--- src/rtl/ccsds123_ctrl_pkg.sv ---
// Shared state type, sizing helpers and counter width for the CCSDS-123 frame controller.
package ccsds123_ctrl_pkg;

    typedef enum logic [1:0] {
        StIdle,
        StFill,
        StWaitEnd
    } ctrl_state_e;

    localparam int unsigned PerfCntW = 32;

    function automatic int unsigned calc_beats(input int unsigned nx, input int unsigned ny,
                                               input int unsigned nz,
                                               input int unsigned pipelines);
        return (nx * ny * nz) / pipelines;
    endfunction

    function automatic logic [PerfCntW-1:0] sat_inc(input logic [PerfCntW-1:0] v,
                                                    input logic en);
        return (en && (v != '1)) ? v + 1'b1 : v;
    endfunction

endpackage

--- src/rtl/ccsds123_frame_ctrl_if.sv ---
// Host-sample stream, compressor-input beat stream and compressor-output taps.
interface ccsds123_frame_ctrl_if #(
    parameter int unsigned PIPELINES = 4,
    parameter int unsigned D         = 16
) ();
    logic [D-1:0]           s_tdata;
    logic                   s_tvalid;
    logic                   s_tready;
    logic [PIPELINES*D-1:0] m_tdata;
    logic                   m_tvalid;
    logic                   m_tready;
    logic                   m_tlast;
    logic                   mon_tvalid;
    logic                   mon_tlast;

    modport master (
        output s_tdata, s_tvalid, m_tready, mon_tvalid, mon_tlast,
        input  s_tready, m_tdata, m_tvalid, m_tlast
    );

    modport slave (
        input  s_tdata, s_tvalid, m_tready, mon_tvalid, mon_tlast,
        output s_tready, m_tdata, m_tvalid, m_tlast
    );
endinterface

--- src/rtl/ccsds123_lane_packer.sv ---
// Packs consecutive samples into a PIPELINES-wide beat and owns the m_* handshake.
module ccsds123_lane_packer
    import ccsds123_ctrl_pkg::*;
#(
    parameter int unsigned PIPELINES = 4,
    parameter int unsigned D         = 16
) (
    input  logic                   clk,
    input  logic                   rst,
    input  logic                   clear_i,
    input  logic                   fill_i,
    input  logic                   load_last_i,
    input  logic [D-1:0]           s_tdata_i,
    input  logic                   s_tvalid_i,
    output logic                   s_tready_o,
    output logic [PIPELINES*D-1:0] m_tdata_o,
    output logic                   m_tvalid_o,
    input  logic                   m_tready_i,
    output logic                   m_tlast_o,
    output logic                   beat_done_o
);
    localparam int unsigned LaneW = (PIPELINES > 1) ? $clog2(PIPELINES) : 1;
    localparam logic [LaneW-1:0] LastLane = LaneW'(PIPELINES - 1);

    logic [LaneW-1:0]       lane_q;
    logic [PIPELINES*D-1:0] data_q;
    logic                   valid_q;
    logic                   last_q;
    logic                   accept;

    // Lanes are only written while no beat is pending or the pending beat leaves this cycle,
    // so the beat register doubles as the assembly buffer without disturbing a stalled beat.
    assign s_tready_o  = fill_i && (!valid_q || m_tready_i);
    assign accept      = s_tready_o && s_tvalid_i;
    assign beat_done_o = valid_q && m_tready_i;
    assign m_tdata_o   = data_q;
    assign m_tvalid_o  = valid_q;
    assign m_tlast_o   = last_q;

    always_ff @(posedge clk) begin
        if (rst) begin
            lane_q  <= '0;
            data_q  <= '0;
            valid_q <= 1'b0;
            last_q  <= 1'b0;
        end else if (clear_i) begin
            lane_q  <= '0;
            valid_q <= 1'b0;
            last_q  <= 1'b0;
        end else begin
            if (beat_done_o) begin
                valid_q <= 1'b0;
                last_q  <= 1'b0;
            end
            if (accept) begin
                for (int k = 0; k < int'(PIPELINES); k++) begin
                    if (lane_q == LaneW'(k)) data_q[k*D +: D] <= s_tdata_i;
                end
                if (lane_q == LastLane) begin
                    lane_q  <= '0;
                    valid_q <= 1'b1;
                    last_q  <= load_last_i;
                end else begin
                    lane_q <= lane_q + 1'b1;
                end
            end
        end
    end
endmodule

--- src/rtl/ccsds123_frame_ctrl.sv ---
// Frame sequencer in front of ccsds123_top: counts one NX*NY*NZ image per frame and waits for
// the compressor's final word. Define CCSDS123_FRAME_CTRL_PERF_EN to add performance counters.
module ccsds123_frame_ctrl
    import ccsds123_ctrl_pkg::*;
#(
    parameter int unsigned PIPELINES = 4,
    parameter int unsigned D         = 16,
    parameter int unsigned NX        = 16,
    parameter int unsigned NY        = 16,
    parameter int unsigned NZ        = 8
) (
    input  logic                 clk,
    input  logic                 rst,
    input  logic                 start_i,
    input  logic                 abort_i,
    output logic                 busy_o,
    output logic                 done_o,
    output logic [15:0]          frame_count_o,
    ccsds123_frame_ctrl_if.slave bus
`ifdef CCSDS123_FRAME_CTRL_PERF_EN
    ,
    output logic [PerfCntW-1:0]  perf_stall_cycles_o,
    output logic [PerfCntW-1:0]  perf_total_cycles_o,
    output logic [PerfCntW-1:0]  perf_out_valid_cycles_o
`endif
);
    localparam int unsigned NumSamples = NX * NY * NZ;
    localparam int unsigned Beats      = calc_beats(NX, NY, NZ, PIPELINES);
    localparam int unsigned SampleW    = (NumSamples > 1) ? $clog2(NumSamples) : 1;
    localparam logic [SampleW-1:0] LastSample = SampleW'(NumSamples - 1);

    if (Beats * PIPELINES != NumSamples) begin : g_dim_check
        $error("NX*NY*NZ must be a multiple of PIPELINES");
    end

    ctrl_state_e            state_q;
    logic                   busy_q;
    logic                   done_q;
    logic [15:0]            frame_cnt_q;
    logic [SampleW-1:0]     sample_cnt_q;
    logic                   fill, clear, load_last, sample_accept, beat_done, end_seen;
    logic                   s_tready, m_tvalid, m_tlast;
    logic [PIPELINES*D-1:0] m_tdata;

    // Once the final beat is loaded no further samples belong to this frame.
    assign fill          = (state_q == StFill) && !m_tlast;
    assign clear         = abort_i || ((state_q == StIdle) && start_i);
    assign load_last     = (sample_cnt_q == LastSample);
    assign sample_accept = bus.s_tvalid && s_tready;
    assign end_seen      = bus.mon_tvalid && bus.mon_tlast;

    ccsds123_lane_packer #(
        .PIPELINES(PIPELINES),
        .D        (D)
    ) u_packer (
        .clk        (clk),
        .rst        (rst),
        .clear_i    (clear),
        .fill_i     (fill),
        .load_last_i(load_last),
        .s_tdata_i  (bus.s_tdata),
        .s_tvalid_i (bus.s_tvalid),
        .s_tready_o (s_tready),
        .m_tdata_o  (m_tdata),
        .m_tvalid_o (m_tvalid),
        .m_tready_i (bus.m_tready),
        .m_tlast_o  (m_tlast),
        .beat_done_o(beat_done)
    );

    assign bus.s_tready  = s_tready;
    assign bus.m_tdata   = m_tdata;
    assign bus.m_tvalid  = m_tvalid;
    assign bus.m_tlast   = m_tlast;
    assign busy_o        = busy_q;
    assign done_o        = done_q;
    assign frame_count_o = frame_cnt_q;

    always_ff @(posedge clk) begin
        if (rst) begin
            state_q      <= StIdle;
            busy_q       <= 1'b0;
            done_q       <= 1'b0;
            frame_cnt_q  <= '0;
            sample_cnt_q <= '0;
        end else begin
            done_q <= 1'b0;
            if (abort_i) begin
                state_q <= StIdle;
                busy_q  <= 1'b0;
            end else begin
                unique case (state_q)
                    StIdle: begin
                        if (start_i) begin
                            state_q      <= StFill;
                            busy_q       <= 1'b1;
                            sample_cnt_q <= '0;
                        end
                    end
                    StFill: begin
                        if (sample_accept && !load_last) sample_cnt_q <= sample_cnt_q + 1'b1;
                        if (beat_done && m_tlast) state_q <= StWaitEnd;
                    end
                    StWaitEnd: begin
                        if (end_seen) begin
                            state_q     <= StIdle;
                            busy_q      <= 1'b0;
                            done_q      <= 1'b1;
                            frame_cnt_q <= frame_cnt_q + 1'b1;
                        end
                    end
                    default: state_q <= StIdle;
                endcase
            end
        end
    end

`ifdef CCSDS123_FRAME_CTRL_PERF_EN
    logic [PerfCntW-1:0] stall_q, total_q, outv_q;

    always_ff @(posedge clk) begin
        if (rst || ((state_q == StIdle) && start_i && !abort_i)) begin
            stall_q <= '0;
            total_q <= '0;
            outv_q  <= '0;
        end else begin
            stall_q <= sat_inc(stall_q, (state_q == StFill) && bus.s_tvalid && !s_tready);
            total_q <= sat_inc(total_q, state_q != StIdle);
            outv_q  <= sat_inc(outv_q, bus.mon_tvalid && busy_q);
        end
    end

    assign perf_stall_cycles_o     = stall_q;
    assign perf_total_cycles_o     = total_q;
    assign perf_out_valid_cycles_o = outv_q;
`endif
endmodule

--- src/flat_wrapper.sv ---
// flat-port wrapper written by rule: the top's interface ports become plain ports
module ccsds123_frame_ctrl_flat import ccsds123_ctrl_pkg::*;
#(
    parameter int unsigned PIPELINES = 4,
    parameter int unsigned D         = 16,
    parameter int unsigned NX        = 16,
    parameter int unsigned NY        = 16,
    parameter int unsigned NZ        = 8
)
  (clk, rst, start_i, abort_i, busy_o, done_o, frame_count_o, bus_s_tdata, bus_s_tvalid, bus_m_tready, bus_mon_tvalid, bus_mon_tlast, bus_s_tready, bus_m_tdata, bus_m_tvalid, bus_m_tlast);
  ccsds123_frame_ctrl_if #(.PIPELINES(PIPELINES), .D(D)) bus_i ();
  input  logic clk;
  input  logic rst;
  input  logic start_i;
  input  logic abort_i;
  output logic busy_o;
  output logic done_o;
  output logic [15:0] frame_count_o;
  input wire logic [$bits(bus_i.s_tdata)-1:0] bus_s_tdata;
  input wire logic [$bits(bus_i.s_tvalid)-1:0] bus_s_tvalid;
  input wire logic [$bits(bus_i.m_tready)-1:0] bus_m_tready;
  input wire logic [$bits(bus_i.mon_tvalid)-1:0] bus_mon_tvalid;
  input wire logic [$bits(bus_i.mon_tlast)-1:0] bus_mon_tlast;
  output wire logic [$bits(bus_i.s_tready)-1:0] bus_s_tready;
  output wire logic [$bits(bus_i.m_tdata)-1:0] bus_m_tdata;
  output wire logic [$bits(bus_i.m_tvalid)-1:0] bus_m_tvalid;
  output wire logic [$bits(bus_i.m_tlast)-1:0] bus_m_tlast;
  assign bus_i.s_tdata = bus_s_tdata;
  assign bus_i.s_tvalid = bus_s_tvalid;
  assign bus_i.m_tready = bus_m_tready;
  assign bus_i.mon_tvalid = bus_mon_tvalid;
  assign bus_i.mon_tlast = bus_mon_tlast;
  assign bus_s_tready = bus_i.s_tready;
  assign bus_m_tdata = bus_i.m_tdata;
  assign bus_m_tvalid = bus_i.m_tvalid;
  assign bus_m_tlast = bus_i.m_tlast;
  ccsds123_frame_ctrl #(.PIPELINES(PIPELINES), .D(D), .NX(NX), .NY(NY), .NZ(NZ)) u_core (.clk(clk), .rst(rst), .start_i(start_i), .abort_i(abort_i), .busy_o(busy_o), .done_o(done_o), .frame_count_o(frame_count_o), .bus(bus_i));
endmodule
--- config.mk ---
export PLATFORM = sky130hd
export DESIGN_NAME = ccsds123_frame_ctrl_flat
export DESIGN_NICKNAME = d
export VERILOG_FILES = /design/src/rtl/ccsds123_ctrl_pkg.sv /design/src/rtl/ccsds123_frame_ctrl_if.sv /design/src/rtl/ccsds123_lane_packer.sv /design/src/rtl/ccsds123_frame_ctrl.sv /design/src/flat_wrapper.sv
export SDC_FILE = /design/constraint.sdc
export NUM_CORES = 1
export LEC_CHECK = 0
export ABC_CLOCK_PERIOD_IN_PS = 2250
export CAP_MARGIN = 10
export CORE_ASPECT_RATIO = 1.4
export CORE_MARGIN = 10
export CORE_UTILIZATION = 48
export DETAILED_ROUTE_END_ITERATION = 8
export HOLD_SLACK_MARGIN = 0.02
export PLACE_DENSITY = 0.79
export SLEW_MARGIN = 40
export SYNTH_ARGS = -nofsm -noshare
export SYNTH_HDL_FRONTEND = slang
export SYNTH_SLANG_ARGS = --single-unit
--- constraint.sdc ---
create_clock -name clk -period 2.25 [get_ports clk]
set_input_delay 0.225 -clock clk [delete_from_list [all_inputs] [get_ports clk]]
set_output_delay 0.225 -clock clk [all_outputs]
set_load 0.03 [all_outputs]
==> impl_metrics.yaml, run 1 <==
detailed_routing:
  wirelength_um: 12100
  dr_total_vias: 4064
  wl_per_cell_um: 17.1
  viasPerCell: 5.72
  drc: 0
  drtAntennaViolNets: 0
  drtIter0Drc: 190
  drt-pass1-iter-count: 4
timing:
  rsz0062_at_grt: "no"
  setup_violations: 0
  slew_violations: 0
  fin_crit_sh_pct: 88.1
  relSlewSlack_pct: 52.8
  worst_slew_pin_slew_ps: 708
  final.setup.tns_ps: 0
  skew_ps: 6.89
  layout_min_cycle_time_ps: 1980
  hold_violations: 0
  clock.fmax_mhz: 504
  fin_hold_ws_ps: 424
global_route:
  grt_pass1_vias: 3847
  grt_first_pass_wirelength_um: 19600
  track_usage_pct: 18.6
  antenna_found_initial: 0
  grt-ovfl-total: 0
  grt_max_degree: 40
pwr:
  p_seq_share_pct: 51.9
  power.clock.fraction_pct: 42.8
  p_int_w: 0.00267
  p_comb_share_pct: 5.4
  power_density_nw_per_um2: 605
  swShare_pct: 21.4
  total_power_w: 0.00340
  static-leakage-power_nw: 1.77
  switchingPower_w: 0.000727
  ir_drop_uv: 415
cts:
  htree_levels: 3
  cts.sinks: 99
  numCtsBuffers: 9
  clock_path_buffers: 2
  cts_tree: "done"
  clock_latency_ps: 340
  root_buffer: "clkbuf_16"
  clk_pin_slew_ps: 60
worst_setup_path:
  critPathLaunchType: "flop"
  crit_arrival_ps: 1760
  reg2reg_depth: 4
  crit_chain: "inv_1 > nor4_1 > dlygate4sd2_1"
  end_kind: "output pin"
  cp_slowest_cell: "dlygate4sd2_1"
  regToRegEndpoint: "u_core.frame_count_o[12]"
  rr_startpoint: "u_core.state_q[1]"
  slowest_delay_ps: 460
  critPathMaxFanout: 8
  required_ps: 2030
  rrSetupSlack_ps: 280
  critPathKind: "reg -> out"
final_layout:
  areaGrowthSynthToFinish_pct: 35.8
  drive_gt1_share_pct: 6.44
  antenna_cells: 0
  final-instance-count-excl-fill: 711
  nNetsFinal: 634
yosys:
  async_reset_ff_share_pct: 0
  yosys-top-cells-area: "dfxtp_1 (48%), a21oi_1 (9.3%), nand3_1 (9.2%)"
  syn_avg_cell_area_um2: 8.24
  synth_compound_area_share_pct: 15.6
  synth_adder_area_share_pct: 1.81
  ys_types: 39
  synth_most_common_cell: "dfxtp_1"
  synth-edff-count: 0
  synth_top_area_cell: "dfxtp_1"
  synth.mux.area_fraction_pct: 0.514
  synth_top_family_by_area: "simple AND/OR/NAND/NOR gates"
  synth_area_um2: 4140
  synth-seq-cells: 99
  synth_top_flop_cell: "dfxtp_1"
  synth-xor-area-share_pct: 1.48
  yosysSeqAreaShare_pct: 47.9
  syn_inst: 502
  post-synth-top-area-fraction_pct: 47.9
  syn_nets: 532
  yosys.area_share.simple_pct: 27.4
  synth_warnings: 0
  ys_top_cells_by_count: "dfxtp_1 (99), nand2_1 (81), a21oi_1 (77)"
place:
  port_buffers: 108
  gp_congestion: 0.873
  hpwlAfterDp_um: 8870
  dp_cells: 698
floorplan:
  core-area_um2: 8510
  rows: 40
  fp.dieW_um: 98.5
  start_util_pct: 48.6
  design.die.area_um2: 12800
  dieHeight_um: 130
  top_level_ports: 109
run_status:
  status: "complete, no violations"
hold_path:
  worstHoldEndpoint: "u_core.frame_count_o[0]"
  holdPathStages: 2
  min_path_type: "in -> reg"
  hold_start: "rst"
flow_run:
  cap_violations: 0
how the worst max path moves through the flow:
stage | cells past startpoint | slack [ps] | from | endpoint
2_1_floorplan | 6 | 280 | u_core.frame_count_o[0] | u_core.frame_count_o[14]
3_3_place_gp | 5 | 150 | abort_i | u_core.frame_count_o[14]
3_5_place_dp | 5 | 120 | abort_i | u_core.frame_count_o[12]
4_1_cts | 4 | 280 | u_core.state_q[1] | u_core.frame_count_o[12]
5_1_grt | 4 | 150 | u_core.state_q[1] | u_core.frame_count_o[12]
6_report | 3 | 270 | u_core.state_q[0] | bus_s_tready
metal layers:
layer	global-route usage (%)	vias to the layer above	part of all wire (%)
li1	-	1990	-
met1	21.2	1887	40
met2	31.5	168	50
met3	5.93	19	8.6
met4	7.44	0	1.7
met5	0	-	0
cells in the final DEF (no fill, tap or decap), drive strengths merged, types with 2 or more instances in the layout:
master / count
nand2b: 4
a31oi: 6
ha: 6
o31a: 2
or4: 5
nand2: 81
nor4: 9
a311o: 2
o211ai: 4
and4: 2
nor2: 12
o21ai: 9
nor2b: 2
buf: 22
o31ai: 3
nand3: 76
a21oi: 77
clkdlybuf4s50: 106
nor3: 5
clkbuf: 10
and3: 2
xnor2: 7
inv: 11
nand3b: 4
dfxtp: 99
nand4: 14
or3: 8
o311ai: 2
a311oi: 5
what timing repair did:
item | CTS | global route
buffers inserted | 0 | 0
hold buffers | 0 | 0
endpoints found under the setup margin | 1 | 0
gates resized for setup | 1 | 0
area by class of cell:
type / instances / area, µm²
Fill cell: 710 / 2890
Timing Repair Buffer: 129 / 1260
Clock inverter: 3 / 42.5
Tap cell: 105 / 131
Multi-Input combinational cell: 354 / 1940
Inverter: 11 / 41.3
Clock buffer: 10 / 229
Sequential cell: 99 / 1980
worst max-delay path: cells and delay by family (launching register included):
family	cells	cell delay [ps]
buffers and inverters	2	610
and+or+nand+nor	1	420
DFF	1	390
cells by family (layout without fill, tap and decap cells):
family                     after synthesis  after routing
xor gates and xnor gates                 7              7
and+or+nand+nor                        226            226
AOI/OAI and AO/OA                      113            113
buffers and inverters                   49            153
adders and majority gates                6              6
muxes                                    2              2
DFF                                     99             99
metrics by stage:
stage | cell area [µm²] | worst slack (ps) | utilization, %
floorplan | 4140 | 282 | -
global placement | 5350 | 154 | 62.9
detailed placement | 5350 | 116 | 62.9
CTS | 5620 | 283 | 66.0
global route | 5620 | 153 | 66.0
finish | 5620 | 267 | 66.0
sequential cells by signal, indices dropped and copies added, names as in the netlist:
name / cells
u_core.sample_cnt_q: 11
u_core.state_q: 2
u_core.u_packer.m_tlast_o: 1
u_core.frame_count_o: 16
u_core.u_packer.lane_q: 2
u_core.busy_o: 1
u_core.u_packer.m_tdata_o: 64
u_core.done_o: 1
u_core.u_packer.m_tvalid_o: 1
power groups by stage:
stage	clock network (W)	logic [W]	registers (W)
after floorplan	0	0.0000695	0.00181
after global placement	0	0.000180	0.00180
after detailed placement	0	0.000181	0.00180
after CTS	0.00148	0.000181	0.00176
after global routing	0.00156	0.000196	0.00176
final	0.00146	0.000183	0.00176
(Power assumes the default switching activity.)
==> inputs of run 2 (changes only) <==
--- a/config.mk
+++ b/config.mk
@@ -8,11 +8,11 @@
 export ABC_CLOCK_PERIOD_IN_PS = 2250
 export CAP_MARGIN = 10
 export CORE_ASPECT_RATIO = 1.4
-export CORE_MARGIN = 10
-export CORE_UTILIZATION = 48
+export CORE_UTILIZATION = 30
+export CTS_CLUSTER_DIAMETER = 100
 export DETAILED_ROUTE_END_ITERATION = 8
 export HOLD_SLACK_MARGIN = 0.02
-export PLACE_DENSITY = 0.79
+export PLACE_DENSITY = 0.54
 export SLEW_MARGIN = 40
 export SYNTH_ARGS = -nofsm -noshare
 export SYNTH_HDL_FRONTEND = slang
==> run 2 against run 1 <==
Effect of this change: clock skew rose by 2.1 ps; die area rose by 12%; register-to-register slack got worse by 20 ps; global-route usage fell by 0.86 points; total power rose by 5.6%; highest routed layer unchanged.
==> impl_metrics.yaml, run 2 (synthesis results as in run 1) <==
cts:
  cts_tree: "done"
  cts.sinks: 99
  htree_levels: 3
  ctsHoldBuffers: 0
  clk_pin_slew_ps: 70
  root_buffer: "clkbuf_16"
  clock_latency_ps: 350
  clock_path_buffers: 2
  numCtsBuffers: 9
timing:
  clock.fmax_mhz: 502
  setup_violations: 0
  layout_min_cycle_time_ps: 1990
  hold_violations: 0
  rsz0062_at_grt: "no"
  skew_ps: 8.97
  worst_slew_pin_slew_ps: 729
  fin_crit_sh_pct: 88.4
  relSlewSlack_pct: 51.4
  slew_violations: 0
  final.setup.tns_ps: 0
worst_setup_path:
  critPathLaunchType: "flop"
  critPathMaxFanout: 7
  end_kind: "flop"
  critPathKind: "reg -> reg"
  crit_chain: "ha_1 > nand3_1 > or4_1 > a31oi_1 > a311oi_1"
  cp_slowest_cell: "or4_1"
  required_ps: 2460
  crit_arrival_ps: 2200
  slowest_delay_ps: 710
pwr:
  p_int_w: 0.00281
  ir_drop_uv: 398
  p_comb_share_pct: 5.1
  swShare_pct: 21.8
  static-leakage-power_nw: 1.80
  p_seq_share_pct: 49.1
  total_power_w: 0.00359
  power_density_nw_per_um2: 626
  switchingPower_w: 0.000785
  power.clock.fraction_pct: 45.9
detailed_routing:
  dr_total_vias: 4034
  drtAntennaViolNets: 0
  wl_per_cell_um: 15.7
  wirelength_um: 12300
  drc: 0
  drtIter0Drc: 110
  drt-pass1-iter-count: 4
  viasPerCell: 5.12
final_layout:
  areaGrowthSynthToFinish_pct: 38.9
  final-instance-count-excl-fill: 788
  layout_common_cells: "clkdlybuf4s50_1 (106), dfxtp_1 (99), nand2_1 (81), a21oi_1 (77), nand3_1 (76)"
  antenna_cells: 0
  nFillCells: 1396
  layout_commonest_cell: "clkdlybuf4s50_1"
  largest_register_ffs: 64
  drive_gt1_share_pct: 6.44
  nNetsFinal: 631
floorplan:
  design.die.area_um2: 14300
  top_level_ports: 109
  fp.dieW_um: 101
  dieHeight_um: 141
  core-area_um2: 13400
  rows: 50
  start_util_pct: 30.9
global_route:
  grt_pass1_vias: 3874
  grt_max_degree: 54
  grt-ovfl-total: 0
  track_usage_pct: 17.7
  grt_first_pass_wirelength_um: 19700
  antenna_found_initial: 0
run_status:
  status: "complete, no violations"
place:
  hpwlAfterDp_um: 8800
  dp_cells: 772
  port_buffers: 108
  gp_congestion: 0.798
flow_run:
  cap_violations: 0
hold_path:
  min_path_type: "in -> reg"
-- run 2: changes by cell type in the layout (fill, tap and decap cells not counted) --
| cell | change |
|---|---|
| buf_4 | -2 |
| dlymetal6s2s_1 | +1 |
| bufinv_16 | +1 |
| clkinv_2 | +1 |
| clkinvlp_4 | -1 |
| dlygate4sd2_1 | -1 |
| buf_2 | -1 |
| inv_6 | +2 |
-- run 2: cell type report --
type                       instances  area, µm²  share of cell area (%)
clock buffer                      10        229                    3.99
timing repair buffer             126       1240                    21.6
sequential                        99       1980                    34.5
multi-input combinational        354       1940                    33.7
clock inverter                     6       87.6                    1.52
tap                              182        228                    3.96
inverter                          11       41.3                   0.719
-- run 2: stage by stage --
stage / cell area, µm² / utilization [%] / setup WS (ps) / hold WS (ps)
final: 5740 / 42.9 / 260 / 356
after CTS: 5740 / 42.9 / 76.6 / 351
after detailed placement: 5430 / 40.5 / 133 / 448
after global routing: 5740 / 42.9 / 156 / 394
after global placement: 5420 / 40.5 / 157 / 442
after floorplan: 4140 / - / 282 / 303
-- run 2: worst max-delay path, delay by kind of cell (launching register included) --
kind                     cells  cell delay, ps
AO/OA/AOI/OAI                2             270
adder cells (fa/ha/maj)      1             210
flip-flops                   1             380
AND/OR/NAND/NOR              2             990
-- run 2: path summary, 6_finish.rpt --
kind | cells after the start | slack, ps | endpoint | start
setup / recovery | 5 | 260 | u_core.sample_cnt_q[6] | u_core.sample_cnt_q[0]
hold / removal | 2 | 360 | u_core.frame_count_o[4] | rst
setup reg to reg | 5 | 260 | u_core.sample_cnt_q[6] | u_core.sample_cnt_q[0]
hold reg to reg | 2 | 450 | u_core.u_packer.m_tdata_o[17] | u_core.u_packer.m_tdata_o[17]
-- run 2: timing repair --
item | CTS | global route
setup endpoints to repair | 0 | 1
buffers inserted | 0 | 0
gates resized for setup | 0 | 1
-- run 2: layer usage --
metal,GRT usage [%],vias to the layer above,wire length (µm)
met5,0,-,0
met4,8.01,0,249
met3,3.17,13,671
met2,31.5,106,6320
met1,20.3,1916,5100
li1,-,1999,-
-- run 2: power groups by stage --
stage,clock [W],combinational [W],sequential [W]
finish,0.00165,0.000182,0.00176
floorplan,0,0.0000695,0.00181
CTS,0.00169,0.000183,0.00176
global placement,0,0.000180,0.00180
global route,0.00177,0.000195,0.00176
detailed placement,0,0.000182,0.00180
==> inputs of run 3 (changes only) <==
--- a/config.mk
+++ b/config.mk
@@ -12,8 +12,9 @@
 export CTS_CLUSTER_DIAMETER = 100
 export DETAILED_ROUTE_END_ITERATION = 8
 export HOLD_SLACK_MARGIN = 0.02
-export PLACE_DENSITY = 0.54
+export PLACE_DENSITY = 0.53
 export SLEW_MARGIN = 40
 export SYNTH_ARGS = -nofsm -noshare
 export SYNTH_HDL_FRONTEND = slang
+export SYNTH_HIERARCHICAL = 1
 export SYNTH_SLANG_ARGS = --single-unit
==> run 3 against run 2 <==
Effect of this change: total power fell by 1.4%; highest routed layer unchanged; combinational power rose by 11%; first-iteration DRC count rose by 11%; largest cell class is now multi-input combinational cells.
==> impl_metrics.yaml, run 3 <==
worst_setup_path:
  critPathKind: "reg -> reg"
  cpLargestDelayFamily: "simple AND/OR/NAND/NOR gates"
  cp_slowest_cell: "dfxtp_1"
  critPathLaunchType: "flop"
  critPathMaxFanout: 12
  required_ps: 2460
  crit_chain: "nand2b_1 > nor2_1 > and2_2 > and3_1 > o21ai_0 > buf_4 > o311ai_0 > o41ai_1"
  end_kind: "flop"
  slowest_delay_ps: 400
  cp_num_buf_inv: 1
  crit_arrival_ps: 2290
pwr:
  ir_drop_uv: 327
  static-leakage-power_nw: 2.34
  power_density_nw_per_um2: 581
yosys:
  post-synth-top-area-fraction_pct: 44.2
  ys_top_cells_by_count: "dfxtp_1 (99), nand2b_1 (82), mux2i_1 (65)"
  yosysSeqAreaShare_pct: 44.2
  synth_area_um2: 4490
  syn_nets: 481
  syn_avg_cell_area_um2: 9.95
  synth_top_area_cell: "dfxtp_1"
  synth-seq-cells: 99
  yosys-top-cells-area: "dfxtp_1 (44%), mux2i_1 (15%), nand2b_1 (11%)"
  synth_top_flop_cell: "dfxtp_1"
  synth-edff-count: 0
  ys_types: 47
  async_reset_ff_share_pct: 0
  synth_warnings: 6
  synth_most_common_cell: "dfxtp_1"
  syn_inst: 451
detailed_routing:
  drtAntennaViolNets: 0
  dr_total_vias: 3616
  viasPerCell: 4.78
  wirelength_um: 11400
  drt-pass1-iter-count: 4
  drc: 0
  wl_per_cell_um: 15.1
  drtIter0Drc: 122
cts:
  root_buffer: "clkbuf_16"
  numCtsBuffers: 9
  clk_pin_slew_ps: 70
  htree_levels: 3
  clock_latency_ps: 340
  cts.sinks: 99
  clock_path_buffers: 2
  cts_tree: "done"
  ctsHoldBuffers: 0
  cts_setup_buffers: 0
  ctsResizeCount: 0
final_layout:
  nNetsFinal: 592
  areaGrowthSynthToFinish_pct: 36.1
  layout_commonest_cell: "clkdlybuf4s50_1"
  largest_register_ffs: 64
  layout_common_cells: "clkdlybuf4s50_1 (106), dfxtp_1 (99), nand2b_1 (82), mux2i_1 (65), nor2_1 (20)"
  stdcell_area_um2: 6100
  fin_util_pct: 42.1
  antenna_cells: 0
  drive_gt1_share_pct: 8.29
  register_area_um2: 1980
  nFillCells: 1416
  multi_input_area_um2: 2290
timing:
  fin_hold_ws_ps: 332
  hold_violations: 0
  relSlewSlack_pct: 66.2
  setup_violations: 0
  fin_crit_sh_pct: 92.2
  layout_min_cycle_time_ps: 2080
  clock.fmax_mhz: 482
  final.setup.tns_ps: 0
  rsz0062_at_grt: "no"
  skew_ps: 7.19
  worst_slew_pin_slew_ps: 506
  fin_ws_ps: 175
  slew_violations: 0
floorplan:
  dieHeight_um: 147
  top_level_ports: 109
  fp.dieW_um: 105
  rows: 52
  start_util_pct: 30.9
  core-area_um2: 14500
  design.die.area_um2: 15500
global_route:
  grt_max_degree: 32
  grt_first_pass_wirelength_um: 18800
  antenna_found_initial: 0
  grt-ovfl-total: 0
  track_usage_pct: 15.3
  grt_pass1_vias: 3601
place:
  hpwlAfterDp_um: 8290
  pre_cts_ws_ps: -13.4
  postPlaceCellArea_um2: 5800
  port_buffers: 108
  gp_congestion: 0.792
flow_run:
  cap_violations: 0
run_status:
  status: "complete, no violations"
hold_path:
  min_path_type: "in -> reg"
## run 3: path summary, 6_finish.rpt
kind                            cells past startpoint                             to                     startpoint  slack [ps]
worst max-delay path                                8         u_core/sample_cnt_q[6]              u_core/state_q[0]         170
worst min-delay path                                2        u_core/frame_count_o[0]                            rst         330
worst max register to register                      8         u_core/sample_cnt_q[6]              u_core/state_q[0]         170
worst min register to register                      2  u_core/u_packer/m_tdata_o[40]  u_core/u_packer/m_tdata_o[40]         480
## run 3: cells by family (layout without fill, tap and decap cells)
kind of cell | count (synthesis) | count (layout) | synth area share [%]
compound gates | 53 | 53 | 7.87
xor+xnor | 7 | 7 | 1.37
fa+ha+maj | 6 | 6 | 1.67
buf+inv | 36 | 152 | 4.69
flops | 99 | 99 | 44.2
mux | 65 | 65 | 14.5
simple gates | 185 | 185 | 25.7
## run 3: area by class of cell
type / instances / area share, %
Multi-Input combinational cell: 316 / 37.6
Sequential cell: 99 / 32.5
Timing Repair Buffer: 127 / 20.5
Clock buffer: 11 / 3.98
Tap cell: 189 / 3.87
Clock inverter: 5 / 0.984
Inverter: 9 / 0.554
## run 3: power breakdown
part,switching [W],internal (W),total (W)
registers,0.00000360,0.00176,0.00176
clock network,0.000683,0.000900,0.00158
logic,0.000101,0.000101,0.000202
## run 3: per-stage QoR
step                      std cells  total power, W
after floorplan                 451         0.00191
after global placement          740         0.00200
final                           756         0.00354
after CTS                       756         0.00361
after global routing            756         0.00371
after detailed placement        740         0.00200
## run 3: per-layer routing
| metal | wire length, µm | global-route usage (%) | vias to the layer above | share of wire, % |
|---|---|---|---|---|
| li1 | - | - | 1802 | - |
| met1 | 5040 | 18.4 | 1709 | 44 |
| met3 | 635 | 3.79 | 10 | 5.6 |
| met5 | 0 | 0 | - | 0 |
| met4 | 148 | 5.28 | 0 | 1.3 |
| met2 | 5610 | 26.2 | 95 | 49 |
